--- src/rtl/input_handshake_if.sv ---
// ---------------------------------------------------------------------------
// input_handshake_if
//   Core-side handshake bundle for the Input instruction receiver.
//
//   Input        core -> receiver  core is executing Input (level, held until Stall drops)
//   Input_Data   receiver -> core  {22'b0, captured switches}
//   Input_Ready  receiver -> core  one-cycle pulse, Input_Data just updated
//   Stall        receiver -> core  freeze PC/pipeline (combinational)
//   Waiting      receiver -> core  waiting for the user (drives the "In" prompt)
//
//   master: core side, slave: receiver side.
// ---------------------------------------------------------------------------
interface input_handshake_if;
    logic        Input;
    logic [31:0] Input_Data;
    logic        Input_Ready;
    logic        Stall;
    logic        Waiting;

    modport master (
        output Input,
        input  Input_Data,
        input  Input_Ready,
        input  Stall,
        input  Waiting
    );

    modport slave (
        input  Input,
        output Input_Data,
        output Input_Ready,
        output Stall,
        output Waiting
    );
endinterface

--- src/rtl/input_handshake.sv ---
// ---------------------------------------------------------------------------
// input_handshake
//   Receiver for the MIPS Input instruction. Stalls the core while Input is
//   executing until the user presses Enter, then latches the board switches
//   into Input_Data and releases the stall for one cycle.
//   Owns synchronisation + debounce + press-edge detection of Enter and
//   synchronisation of the switch bus.
//
//   clk     system clock, rising edge
//   reset   synchronous, active-high
//   Enter   raw pushbutton (asynchronous, bouncing)
//   sw      raw board switches (asynchronous)
//   hs      handshake bundle to the core (slave side)
//
//   state        | meaning
//   -------------+---------------------------------------------------------
//   IDLE         | no request in progress
//   WAIT_PRESS   | request pending, waiting for a fresh Enter press
//   WAIT_RELEASE | request pending, Enter still held from earlier; wait release
//   DONE         | switches captured, stall released for this cycle
// ---------------------------------------------------------------------------
module input_handshake #(
    parameter int DEBOUNCE_CYCLES  = 50000,
    parameter bit ENTER_ACTIVE_LOW = 1'b1
) (
    input  logic             clk,
    input  logic             reset,
    input  logic             Enter,
    input  logic [9:0]       sw,
    input_handshake_if.slave hs
);

    localparam int               CNT_W          = $clog2(DEBOUNCE_CYCLES + 1);
    localparam logic [CNT_W-1:0] CNT_LAST       = CNT_W'(DEBOUNCE_CYCLES - 1);
    localparam logic             ENTER_RELEASED = ENTER_ACTIVE_LOW;

    typedef enum logic [1:0] {
        IDLE         = 2'd0,
        WAIT_PRESS   = 2'd1,
        WAIT_RELEASE = 2'd2,
        DONE         = 2'd3
    } state_t;

    logic             enter_s1_q, enter_s1_d;
    logic             enter_s2_q, enter_s2_d;
    logic [9:0]       sw_s1_q, sw_s1_d;
    logic [9:0]       sw_s2_q, sw_s2_d;
    logic             deb_q, deb_d;
    logic [CNT_W-1:0] cnt_q, cnt_d;
    logic             press_pulse_q, press_pulse_d;
    state_t           state_q, state_d;
    logic [31:0]      data_q, data_d;
    logic             ready_q, ready_d;
    logic             waiting_q, waiting_d;
    logic             enter_level;

    always_comb begin
        enter_s1_d = Enter;
        enter_s2_d = enter_s1_q;
        sw_s1_d    = sw;
        sw_s2_d    = sw_s1_q;

        // Normalise so that 1 always means "pressed".
        enter_level = ENTER_ACTIVE_LOW ? ~enter_s2_q : enter_s2_q;

        // A new level is accepted only after it has differed from the
        // debounced value for DEBOUNCE_CYCLES consecutive cycles.
        deb_d         = deb_q;
        cnt_d         = cnt_q;
        press_pulse_d = 1'b0;
        if (enter_level == deb_q) begin
            cnt_d = '0;
        end else if (cnt_q == CNT_LAST) begin
            deb_d         = ~deb_q;
            cnt_d         = '0;
            press_pulse_d = ~deb_q;
        end else begin
            cnt_d = cnt_q + CNT_W'(1);
        end

        state_d = state_q;
        data_d  = data_q;
        ready_d = 1'b0;
        case (state_q)
            IDLE: begin
                // A button still held from a previous request must be
                // released before it can satisfy a new one.
                if (hs.Input) begin
                    state_d = deb_q ? WAIT_RELEASE : WAIT_PRESS;
                end
            end
            WAIT_RELEASE: begin
                if (!hs.Input) begin
                    state_d = IDLE;
                end else if (!deb_q) begin
                    state_d = WAIT_PRESS;
                end
            end
            WAIT_PRESS: begin
                // Dropping Input wins over a coincident press: no capture.
                if (!hs.Input) begin
                    state_d = IDLE;
                end else if (press_pulse_q) begin
                    data_d  = {22'b0, sw_s2_q};
                    ready_d = 1'b1;
                    state_d = DONE;
                end
            end
            DONE: begin
                state_d = IDLE;
            end
            default: begin
                state_d = IDLE;
            end
        endcase

        waiting_d = (state_d == WAIT_PRESS) || (state_d == WAIT_RELEASE);
    end

    always_ff @(posedge clk) begin
        if (reset) begin
            enter_s1_q    <= ENTER_RELEASED;
            enter_s2_q    <= ENTER_RELEASED;
            sw_s1_q       <= '0;
            sw_s2_q       <= '0;
            deb_q         <= 1'b0;
            cnt_q         <= '0;
            press_pulse_q <= 1'b0;
            state_q       <= IDLE;
            data_q        <= '0;
            ready_q       <= 1'b0;
            waiting_q     <= 1'b0;
        end else begin
            enter_s1_q    <= enter_s1_d;
            enter_s2_q    <= enter_s2_d;
            sw_s1_q       <= sw_s1_d;
            sw_s2_q       <= sw_s2_d;
            deb_q         <= deb_d;
            cnt_q         <= cnt_d;
            press_pulse_q <= press_pulse_d;
            state_q       <= state_d;
            data_q        <= data_d;
            ready_q       <= ready_d;
            waiting_q     <= waiting_d;
        end
    end

    // Combinational so the core freezes in the very cycle it issues Input.
    assign hs.Stall       = hs.Input && (state_q != DONE);
    assign hs.Input_Data  = data_q;
    assign hs.Input_Ready = ready_q;
    assign hs.Waiting     = waiting_q;

endmodule
--- src/flat_wrapper.sv ---
// flat-port wrapper written by rule: the top's interface ports become plain ports
module input_handshake_flat 
#(
    parameter int DEBOUNCE_CYCLES  = 50000,
    parameter bit ENTER_ACTIVE_LOW = 1'b1
)
  (clk, reset, Enter, sw, hs_Input, hs_Input_Data, hs_Input_Ready, hs_Stall, hs_Waiting);
  input_handshake_if hs_i ();
  input  logic clk;
  input  logic reset;
  input  logic Enter;
  input  logic [9:0] sw;
  input wire logic [$bits(hs_i.Input)-1:0] hs_Input;
  output wire logic [$bits(hs_i.Input_Data)-1:0] hs_Input_Data;
  output wire logic [$bits(hs_i.Input_Ready)-1:0] hs_Input_Ready;
  output wire logic [$bits(hs_i.Stall)-1:0] hs_Stall;
  output wire logic [$bits(hs_i.Waiting)-1:0] hs_Waiting;
  assign hs_i.Input = hs_Input;
  assign hs_Input_Data = hs_i.Input_Data;
  assign hs_Input_Ready = hs_i.Input_Ready;
  assign hs_Stall = hs_i.Stall;
  assign hs_Waiting = hs_i.Waiting;
  input_handshake #(.DEBOUNCE_CYCLES(DEBOUNCE_CYCLES), .ENTER_ACTIVE_LOW(ENTER_ACTIVE_LOW)) u_core (.clk(clk), .reset(reset), .Enter(Enter), .sw(sw), .hs(hs_i));
endmodule
--- config.mk ---
export PLATFORM = sky130hd
export DESIGN_NAME = input_handshake_flat
export DESIGN_NICKNAME = d
export VERILOG_FILES = /design/src/rtl/input_handshake_if.sv /design/src/rtl/input_handshake.sv /design/src/flat_wrapper.sv
export SDC_FILE = /design/constraint.sdc
export NUM_CORES = 1
export LEC_CHECK = 0
export BUFFER_PORTS_ARGS = -buffer_cell sky130_fd_sc_hd__clkbuf_2
export CAP_MARGIN = 20
export CORE_MARGIN = 2
export CORE_UTILIZATION = 56
export DETAILED_ROUTE_END_ITERATION = 10
export PLACE_DENSITY = 0.83
export SLEW_MARGIN = 5
export SYNTH_ARGS = -nofsm -noshare
export SYNTH_HDL_FRONTEND = slang
export SYNTH_SLANG_ARGS = --single-unit
--- constraint.sdc ---
create_clock -name clk -period 3.4 [get_ports clk]
set_input_delay 0.51 -clock clk [delete_from_list [all_inputs] [get_ports clk]]
set_output_delay 0.51 -clock clk [all_outputs]
set_load 0.03 [all_outputs]
* Word level (Yosys, flattened, before mapping)
Index checks and enable logic that the tools add are counted.
** Word-level totals
- Bits in read-only memories :: 0
- Bits in latches :: 0
- Memory bits (writable) :: 0
- Output and inout port bits :: 35
- Memories :: 0
- Word-level logic and storage cells :: 42
- Register bits :: 54
** Operators by class
- Magnitude comparators :: 0
- Muxes and demuxes :: 8
- Bitwise gates (word level) :: 6
- Multipliers :: 0
- Add/sub/neg operators :: 1
- Shifts and indexed selects :: 0
- Reductions and logical operators :: 8
- Div/mod/pow operators :: 0
- Equality and inequality tests :: 8
** Operator list (count)
- adder 16 x 1 -> 16 bit (second input constant) :: 1
- equality test 16 bit (second input constant) :: 1
- 2-to-1 mux 2 bit :: 6
- OR reduction 3 bit :: 3
- one-hot mux 2 bit (4 select lines) :: 1
- equality test 2 bit (second input constant) :: 3
- NOT 1 bit :: 6
- equality test 2 x 1 -> 1 bit (second input constant) :: 2
- AND reduction 3 bit :: 1
- zero test 2 bit :: 1
- inequality test 2 bit (second input constant) :: 1
- AND reduction 2 bit :: 1
- equality test 1 bit :: 1
- logical AND 1 bit :: 1
- logical OR 1 bit :: 1
- 2-to-1 mux 1 bit :: 1

* Logic depth before layout (Yosys ltp)
Gate-level depths: netlist of run 1.
- Depth in word-level cells :: 5
- Mapped depth :: 7
- Gate-level depth less buffers :: 5

* Worst setup path after synthesis of run 1
Ideal clock, no wire load.
- Path kind :: input to output
- From :: input hs_Input
- To :: output hs_Stall
- Path slack :: 1.629 ns
- Stages on the path :: 1
- Arrival :: 1.261 ns
- Cells stage by stage :: a21boi_0
** On the way
- Word-level cells in the longest chain between the ends :: 1
** Ends and longest elaborated chain
- start: declaration :: line flat_wrapper.sv:13 : input wire logic [$bits(hs_i.Input)-1:0] hs_Input;
- logical AND 1 bit :: line input_handshake.sv:149 : assign hs.Stall = hs.Input && (state_q != DONE);
- end: declaration :: line flat_wrapper.sv:16 : output wire logic [$bits(hs_i.Stall)-1:0] hs_Stall;
No other way between the ends.

* Worst setup path in the final report of run 1
- From :: register u_core.cnt_q[4]
- To :: register u_core.cnt_q[11]
** On the way
- Word-level cells in the longest chain between the ends :: 2
- Elaborated cells on any way between the ends :: 3
- Classes of those cells :: add/sub: 1; eq/ne: 1; reduce/logical: 1
** Ends and longest elaborated chain
- start: declaration :: line input_handshake.sv:49 : logic [CNT_W-1:0] cnt_q, cnt_d;
- start signal: assignment :: line input_handshake.sv:139 : cnt_q <= cnt_d;
- branches (longest 2 deep; another with adder 16 x 1 -> 16 bit)
Several ways; the timed one is not identified.
A chain may end at the register's enable or synchronous reset.

==> impl_metrics.csv, run 1 <==
group,metric,value,unit
cells_and_area,nets,253,
min_path,min_path_type,"input port to register",
worst_setup_path,cp-end-kind,"register",
sta,finalCritPeriodShare,56.14,%
run_status,outcome,"completed",
worst_setup_path,crit_buf_inv,0,
logic_synthesis,ys_seq_area_share,53.14,%
floorplanning,die_h,64.28,um
cells_and_area,final_common_cell,"dfxtp_1",
route,routed_via_density,4.737,
worst_setup_path,crit_arrival,2.16,ns
logic_synthesis,async_reset_ff_share,0,%
clock_tree,cts_buffer_depth,2,
job,drv_cap,0,
power_and_ir_drop,power_density,489.6,mW/mm2
logic_synthesis,netlist_area,0.002034,mm2
clock_tree,htree_levels,2,
logic_synthesis,synth_ff_type,"dfxtp_1",
logic_synthesis,avgSynthCellArea,9.507,um2
logic_synthesis,synthCells,214,
route,vias,1350,
logic_synthesis,synth_edf_count,0,
route,drt_wl_total,2929,um
clock_tree,cts_resized,0,
logic_synthesis,synth.distinct_cells,31,
power_and_ir_drop,leakage,0.8221,nW
sta,tns,0,ns
route,drtIter0Drc,71,
clock_tree,cts_buffers,5,
worst_setup_path,crit_required,3.65,ns
clock_tree,cts_setup_buffers,0,
route,ant_nets,0,
clock_tree,cts.clk_slew.worst_paths,0.14,ns
sta,tightest_slew,0.6560,ns
cells_and_area,drive_gt1_share,15.90,%
sta,finClkSkew,0.008696,ns
floorplanning,fp.coreArea,0.003416,mm2
worst_setup_path,critical_path.top_delay_family,"simple AND/OR/NAND/NOR gates",
logic_synthesis,synth-seq-cells,54,
place,dp_hpwl,2071,um
worst_setup_path,crit_path_start_kind,"register",
worst_setup_path,crit_fanout,15,
worst_setup_path,cp_cell_sequence,"or4_4, nor4_4, or2_1, nor2_1",
sta,fmax,523.9,MHz
sta,min_period,1.909,ns
floorplanning,rows,21,
clock_tree,clock_latency,0.37,ns
route,routed_wire_length_per_instance,10.28,um
route,drtPass1Iterations,4,
global_routing,grt_pass1_vias,1197,
clock_tree,hold_buffers,0,
global_routing,grt_pass1_wl,4981,um
sta,slew_viol_final,0,
worst_setup_path,slowest_stage,"or4_4",
worst_setup_path,crit_type,"register to register",
place,place.gp.congestion,0.7899,
global_routing,grtUsageTotal,15.66,%
floorplanning,initial_core_util,59.56,%
global_routing,gr-total-overflow,0,
clock_tree,clock_sinks,54,
sta,rsz0062_at_grt,"false",
place,portBuffers,26,
sta,hold_viol_final,0,
cells_and_area,n_antenna_cell,0,
cells_and_area,area_growth,7.134,%
sta,slew_headroom,56.27,%
clock_tree,cts_tree,"done",
global_routing,grt_max_degree,39,
logic_synthesis,yosys_warnings,0,
floorplanning,die_x,64.28,um
worst_setup_path,cpPeakStageDelay,0.55,ns
worst_setup_path,reg2reg_setup_slack,1.49,ns
floorplanning,io_pins,49,
sta,setup_viol,0,
global_routing,antenna_found_initial,0,
clock_tree,cts-root-buf,"clkbuf_4",
sta,fin_hold_ws,0.3130,ns
power_and_ir_drop,irDropWorstVdd,315.0,uV
cells_and_area,final_cell_mix,"54 x dfxtp_1, 26 x clkbuf_2, 24 x nand2_1",
floorplanning,die_area,0.004131,mm2
route,drcViolationCount,0,
[kinds of logic after synthesis]
family	after synthesis	synth area share (%)
AOI/OAI and AO/OA	13	3.444
xor gates and xnor gates	15	6.458
adders and majority gates	1	0.6149
buffers and inverters	34	10.89
DFF	54	53.14
muxes	1	0.4920
other	1	0.1843
and+or+nand+nor	95	24.79
[stage by stage]
step                      worst slack [ns]  std cells  total power, mW  util [%]  cell area [um2]
after floorplan                      1.629        235           0.7354         -             2113
after global placement               1.521        277           0.7251     61.32             2095
after detailed placement             1.462        277           0.7258     61.32             2095
after CTS                            1.455        285            1.078     63.81             2180
after global routing                 1.326        285            1.117     63.81             2180
final                                1.491        285            1.067     63.81             2180
[per-layer routing]
layer  vias to the layer above  share of wire (%)  global-route usage [%]
li1                        695                  -                       -
met1                       597                 46                   18.97
met5                         -                  0                       0
met2                        52                 45                   25.39
met4                         0                1.9                   7.979
met3                         6                7.1                   4.401
[synth_stat cells, drive strengths merged (2+ instances only)]
master,count,share of area (%)
a21oi,11,2.7
buf,25,9.2
clkbuf,5,0.92
dfxtp,54,53
inv,4,0.74
nand2,24,4.4
nand3,5,1.2
nand4,3,0.92
nand4b,2,0.86
nor2,23,4.2
nor2b,21,6.5
nor3,3,0.74
nor4,5,2.3
or2,3,0.92
xnor2,13,5.6
xor2,2,0.86
[path summary, 6_finish.rpt]
kind / start / cells past startpoint / endpoint
worst max-delay path: u_core.cnt_q[4] / 4 / u_core.cnt_q[11]
worst min register to register: u_core.enter_s1_q / 1 / u_core.enter_s2_q
worst min-delay path: Enter / 2 / u_core.enter_s1_q
worst max register to register: u_core.cnt_q[4] / 4 / u_core.cnt_q[11]
[where the power goes]
part           switching, mW  internal, mW  total, mW
Combinational         0.0470        0.0143     0.0612
Clock                  0.196         0.159      0.355
Sequential           0.00410         0.647      0.651
[area by class of cell]
| type | count | area, um2 |
|---|---|---|
| repair buffers | 26 | 130.1 |
| inverters | 4 | 15.01 |
| well taps | 46 | 57.56 |
| multi-input cells | 147 | 810.8 |
| fillers | 311 | 1236 |
| clock buffers | 5 | 37.54 |
| clock inverters | 3 | 47.55 |
| flip-flops and latches | 54 | 1081 |
[flip-flops by register name (all words and copies together) (netlist names)]
signal and flops:
u_core.press_pulse_q 1, u_core.deb_q 1, u_core.enter_s1_q 1, u_core.hs.Waiting 1, u_core.enter_s2_q 1, u_core.sw_s1_q 10
u_core.cnt_q 16, u_core.hs.Input_Data 10, u_core.state_q 2, u_core.sw_s2_q 10, u_core.hs.Input_Ready 1
Power figures use the tool's default switching activity.
==> inputs of run 2 (changes only) <==
--- a/config.mk
+++ b/config.mk
@@ -8,9 +8,9 @@
 export BUFFER_PORTS_ARGS = -buffer_cell sky130_fd_sc_hd__clkbuf_2
 export CAP_MARGIN = 20
 export CORE_MARGIN = 2
-export CORE_UTILIZATION = 56
+export CORE_UTILIZATION = 52
 export DETAILED_ROUTE_END_ITERATION = 10
-export PLACE_DENSITY = 0.83
+export PLACE_DENSITY = 0.78
 export SLEW_MARGIN = 5
 export SYNTH_ARGS = -nofsm -noshare
 export SYNTH_HDL_FRONTEND = slang
==> constraint.sdc (replaced) <==
create_clock -name clk -period 2 [get_ports clk]
set_input_delay 0.3 -clock clk [delete_from_list [all_inputs] [get_ports clk]]
set_output_delay 0.3 -clock clk [all_outputs]
set_load 0.03 [all_outputs]
==> run 2 against run 1 <==
- via count shrank 3.3%
- critical endpoint is now u_core.cnt_q[3]
- register-to-register slack got worse by 1.2 ns
- worst setup slack worse by 1.2 ns
- combinational power rose by 76%
- power is 71% higher
- fmax up 12%
- sequential power up 69%
- clock-buffer cell count grew 1
==> impl_metrics.csv, run 2 (synthesis results as in run 1) <==
group,metric,value,unit
clock_tree,hold_buffers,0,
route,wl_met2,1337,um
sta,setup_viol,0,
route,drcViolationCount,0,
route,ant_nets,0,
floorplanning,rows,22,
sta,finClkSkew,0.007382,ns
cells_and_area,final_cell_mix,"54 x dfxtp_1, 26 x clkbuf_2, 24 x nand2_1",
cells_and_area,area_growth,8.672,%
cells_and_area,final_common_cell,"dfxtp_1",
place,portBuffers,26,
place,place.gp.congestion,0.8523,
power_and_ir_drop,irDropWorstVdd,552.3,uV
route,drt-met1-wl,1389,um
min_path,min_path_type,"input port to register",
cells_and_area,nets,255,
clock_tree,clock_sinks,54,
worst_setup_path,crit_arrival,1.88,ns
global_routing,gr-total-overflow,0,
sta,setup_ws,0.3017,ns
cells_and_area,top_register,"u_core.cnt_q",
worst_setup_path,cp-end-kind,"register",
floorplanning,die_x,66.55,um
sta,finalCritPeriodShare,84.92,%
cells_and_area,stdcell_count,289,
floorplanning,die_h,66.55,um
clock_tree,cts_setup_buffers,0,
route,routed_wire_length_per_instance,10.17,um
power_and_ir_drop,switching_share,22.76,%
route,drt_wl_total,2939,um
cells_and_area,drive_gt1_share,16.60,%
route,drtPass1Iterations,4,
sta,hold_viol_final,0,
job,drv_cap,0,
place,place_inst,281,
place,dp_hpwl,2127,um
power_and_ir_drop,leakage,0.8331,nW
route,vias,1306,
global_routing,grtUsageTotal,14.01,%
power_and_ir_drop,comb_power_share,5.9,%
power_and_ir_drop,power_density,825.0,mW/mm2
power_and_ir_drop,p_switching,415.2,uW
floorplanning,io_pins,49,
clock_tree,clock_latency,0.29,ns
clock_tree,cts_buffers,5,
global_routing,antenna_found_initial,0,
power_and_ir_drop,p_clk_share,33.5,%
clock_tree,cts-root-buf,"clkbuf_8",
worst_setup_path,crit_type,"register to register",
sta,min_period,1.698,ns
worst_setup_path,crit_required,2.18,ns
clock_tree,cts_buffer_depth,2,
sta,slew_viol_final,0,
power_and_ir_drop,total_power,1.824,mW
sta,fmax,588.8,MHz
route,wl_met3,181,um
global_routing,grt_pass1_vias,1101,
place,post-place-ws,0.3062,ns
worst_setup_path,crit_path_start_kind,"register",
floorplanning,fp.coreArea,0.003716,mm2
cells_and_area,fillers,336,
clock_tree,cts_tree,"done",
cells_and_area,n_antenna_cell,0,
run_status,outcome,"completed",
power_and_ir_drop,p_int,1.409,mW
floorplanning,initial_core_util,54.75,%
worst_setup_path,crit_fanout,15,
clock_tree,cts_resized,0,
clock_tree,cts.clk_slew.worst_paths,0.09,ns
global_routing,grt_max_degree,38,
sta,tns,0,ns
route,drtIter0Drc,63,
route,top_layer_used,"met4",
clock_tree,htree_levels,2,
cells_and_area,largest_reg_flops,16,
sta,rsz0062_at_grt,"false",
power_and_ir_drop,p_seq_share,60.5,%
cells_and_area,post-route-util,59.49,%
floorplanning,die_area,0.004429,mm2
route,routed_via_density,4.519,
global_routing,grt_pass1_wl,4712,um
-- run 2: changes by cell type in the layout (fill, tap and decap cells not counted), sizes merged --
cell,delta
clkinvlp,+1
clkinv,-1
clkbuf,+1
bufinv,-1
buf,+2
-- run 2: final timing paths --
kind,slack (ns),endpoint,from,cells after the start
setup / recovery,0.30,u_core.cnt_q[3],u_core.cnt_q[4],5
hold / removal,0.19,u_core.enter_s1_q,Enter,2
setup reg to reg,0.30,u_core.cnt_q[3],u_core.cnt_q[4],5
hold reg to reg,0.42,u_core.enter_s2_q,u_core.enter_s1_q,1
-- run 2: worst max-delay path, cell delays in order (launching register included) --
cell and delay, ns:
dfxtp_1 0.36, or4_4 0.55, nor4_4 0.27, or2_1 0.14, buf_4 0.19, nor2_1 0.07
-- run 2: per-stage QoR --
stage | cell area (um2) | hold WS [ns]
3_3_place_gp | 2112 | 0.3923
6_report | 2211 | 0.1874
2_1_floorplan | 2113 | 0.3895
5_1_grt | 2211 | 0.1898
3_5_place_dp | 2112 | 0.4017
4_1_cts | 2211 | 0.1782
-- run 2: power groups by stage --
stage,clock network (mW),logic [mW],registers (mW)
floorplan,0,0.120,1.13
CTS,0.629,0.108,1.10
global placement,0,0.107,1.13
global route,0.670,0.118,1.11
detailed placement,0,0.107,1.13
finish,0.612,0.108,1.10
-- run 2: layer usage --
layer	track usage, %	up-vias
met5	0	-
met4	6.122	0
met3	3.716	2
met2	21.38	43
met1	18.61	569
li1	-	692
-- run 2: cell type report --
cell class	count	area, um2	area share, %
flip-flops and latches	54	1081	48.90
multi-input cells	147	810.8	36.67
repair buffers	28	145.1	6.565
clock inverters	2	16.27	0.7357
well taps	48	60.06	2.716
clock buffers	6	82.58	3.735
inverters	4	15.01	0.6791
==> inputs of run 3 (changes only) <==
--- a/config.mk
+++ b/config.mk
@@ -8,9 +8,9 @@
 export BUFFER_PORTS_ARGS = -buffer_cell sky130_fd_sc_hd__clkbuf_2
 export CAP_MARGIN = 20
 export CORE_MARGIN = 2
-export CORE_UTILIZATION = 52
+export CORE_UTILIZATION = 47
 export DETAILED_ROUTE_END_ITERATION = 10
-export PLACE_DENSITY = 0.78
+export PLACE_DENSITY = 0.74
 export SLEW_MARGIN = 5
 export SYNTH_ARGS = -nofsm -noshare
 export SYNTH_HDL_FRONTEND = slang
==> constraint.sdc (replaced) <==
create_clock -name clk -period 1.4 [get_ports clk]
set_input_delay 0.21 -clock clk [delete_from_list [all_inputs] [get_ports clk]]
set_output_delay 0.21 -clock clk [all_outputs]
set_load 0.03 [all_outputs]
==> run 3 against run 2 <==
- the flow now finishes with violations (setup timing)
- design area up 11%
- worst setup slack worse by 0.40 ns
- clock skew is 0.0040 ns lower
- via count rose by 6.0%
- sequential power increased by 44%
- sequential cell count unchanged
- power up 45%
- largest power group unchanged
- highest routed layer unchanged
==> impl_metrics.csv, run 3 (synthesis results as in run 1) <==
group,metric,value,unit
cells_and_area,post-route-util,59.80,%
sta,hold_viol_final,0,
route,drtIter0Drc,56,
job,drv_cap,0,
cells_and_area,top_register,"u_core.cnt_q",
place,portBuffers,26,
clock_tree,clock_sinks,54,
worst_setup_path,crit_path_start_kind,"register",
sta,finClkSkew,0.003379,ns
route,drcViolationCount,0,
run_status,violations,"setup timing",
floorplanning,rows,23,
floorplanning,io_pins,49,
worst_setup_path,crit_fanout,2,
global_routing,grt_pass1_wl,5444,um
route,ant_nets,0,
worst_setup_path,crit_start,"u_core.cnt_q[12]",
cells_and_area,nets,279,
worst_setup_path,critPathCapture,"u_core.deb_q",
global_routing,grt_max_degree,23,
worst_setup_path,crit_type,"register to register",
min_path,min_path_type,"input port to register",
worst_setup_path,regToRegEndpoint,"u_core.deb_q",
route,drt_wl_total,3141,um
sta,rsz0062_at_grt,"true",
clock_tree,cts_tree,"done",
clock_tree,cts_setup_buffers,0,
worst_setup_path,r2r_start,"u_core.cnt_q[12]",
run_status,outcome,"finished with violations",
power_and_ir_drop,switching_share,24.91,%
place,dp_hpwl,2264,um
sta,slew_viol_final,0,
power_and_ir_drop,power_density,1082,mW/mm2
power_and_ir_drop,p_seq_share,59.7,%
floorplanning,die_x,69.79,um
power_and_ir_drop,leakage,0.9840,nW
power_and_ir_drop,irDropWorstVdd,743.6,uV
worst_setup_path,reg2reg_setup_slack,-0.10,ns
clock_tree,cts-root-buf,"clkbuf_8",
global_routing,gr-total-overflow,0,
sta,setup_ws,-0.1017,ns
cells_and_area,largest_reg_flops,16,
clock_tree,clock_latency,0.30,ns
floorplanning,die_area,0.004871,mm2
clock_tree,cts_buffers,5,
route,drtPass1Iterations,4,
route,routed_via_density,4.397,
global_routing,grtUsageTotal,14.02,%
sta,min_period,1.502,ns
power_and_ir_drop,comb_power_share,6.1,%
floorplanning,initial_core_util,49.79,%
global_routing,grt_pass1_vias,1302,
route,routed_wire_length_per_instance,9.971,um
power_and_ir_drop,p_clk_share,34.3,%
cells_and_area,fillers,366,
floorplanning,die_h,69.79,um
power_and_ir_drop,p_switching,658.5,uW
sta,setup_viol,16,
power_and_ir_drop,total_power,2.644,mW
cells_and_area,n_antenna_cell,0,
worst_setup_path,crit_arrival,1.70,ns
sta,finalCritPeriodShare,107.3,%
worst_setup_path,r2r_cells,5,
worst_setup_path,cp-end-kind,"register",
route,vias,1385,
cells_and_area,final_common_cell,"dfxtp_1",
worst_setup_path,crit_required,1.60,ns
clock_tree,htree_levels,2,
cells_and_area,drive_gt1_share,26.42,%
cells_and_area,final_cell_mix,"53 x dfxtp_1, 26 x clkbuf_2, 25 x buf_4",
clock_tree,cts_buffer_depth,2,
cells_and_area,area_growth,20.11,%
clock_tree,cts.clk_slew.worst_paths,0.10,ns
power_and_ir_drop,p_int,1.985,mW
floorplanning,fp.coreArea,0.004086,mm2
global_routing,antenna_found_initial,0,
sta,fmax,665.9,MHz
place,place.gp.congestion,0.8357,
==> run 3: power groups by stage <==
| stage | registers, mW | logic (mW) | clock network, mW |
|---|---|---|---|
| global route | 1.58 | 0.173 | 0.990 |
| global placement | 1.61 | 0.159 | 0 |
| floorplan | 1.61 | 0.173 | 0 |
| detailed placement | 1.61 | 0.160 | 0 |
| finish | 1.58 | 0.160 | 0.906 |
| CTS | 1.58 | 0.160 | 0.939 |
==> run 3: critical path: stages, from the launching register on <==
cell     delay (ns)
dfxtp_2        0.33
or4_4          0.53
nor4_4         0.15
buf_4          0.15
mux2i_1        0.18
nor2_1         0.05
==> run 3: worst min-delay path by stage <==
stage	start	end	slack (ns)	depth (start not counted)
after CTS	Enter	u_core.enter_s1_q	0.06	2
after detailed placement	Enter	u_core.enter_s1_q	0.39	2
after global routing	Enter	u_core.enter_s1_q	0.06	2
final	Enter	u_core.enter_s1_q	0.08	2
after floorplan	Enter	u_core.enter_s1_q	0.31	1
after global placement	u_core.enter_s1_q	u_core.enter_s2_q	0.39	1
==> run 3: metal layers <==
layer	wire [um]	part of all wire, %	vias to the layer above	global-route usage, %
met5	0	0	-	0
met4	61	1.9	0	7.051
met3	163	5.2	5	4.070
met2	1421	45	40	22.75
met1	1494	48	599	16.88
li1	-	-	741	-
==> run 3: cell type report <==
cell class | instances | area, um2 | area share [%]
sequential | 54 | 1082 | 44.29
multi-input combinational | 147 | 848.3 | 34.72
timing repair buffer | 52 | 337.8 | 13.82
clock buffer | 5 | 68.82 | 2.816
tap | 50 | 62.56 | 2.560
clock inverter | 3 | 28.78 | 1.178
inverter | 4 | 15.01 | 0.6144
==> run 3: through the flow <==
stage                     instances  hold slack [ns]  area (um2)  setup slack [ns]  setup TNS [ns]
final                           315          0.07771        2444           -0.1017          -1.309
after detailed placement        307           0.3939        2313          -0.09817          -1.301
after global routing            315          0.06147        2444           -0.1856          -2.406
after CTS                       315          0.06347        2430           -0.1117          -1.475
after floorplan                 235           0.3138        2123           -0.1469          -1.604
after global placement          307           0.3930        2313          -0.06366         -0.9267
==> run 3: repair_timing <==
action,in CTS,in global routing
setup endpoints to repair,17,17
hold buffers,0,0
hold endpoints to repair,0,0
pin swaps,0,1
gates resized for setup,3,2
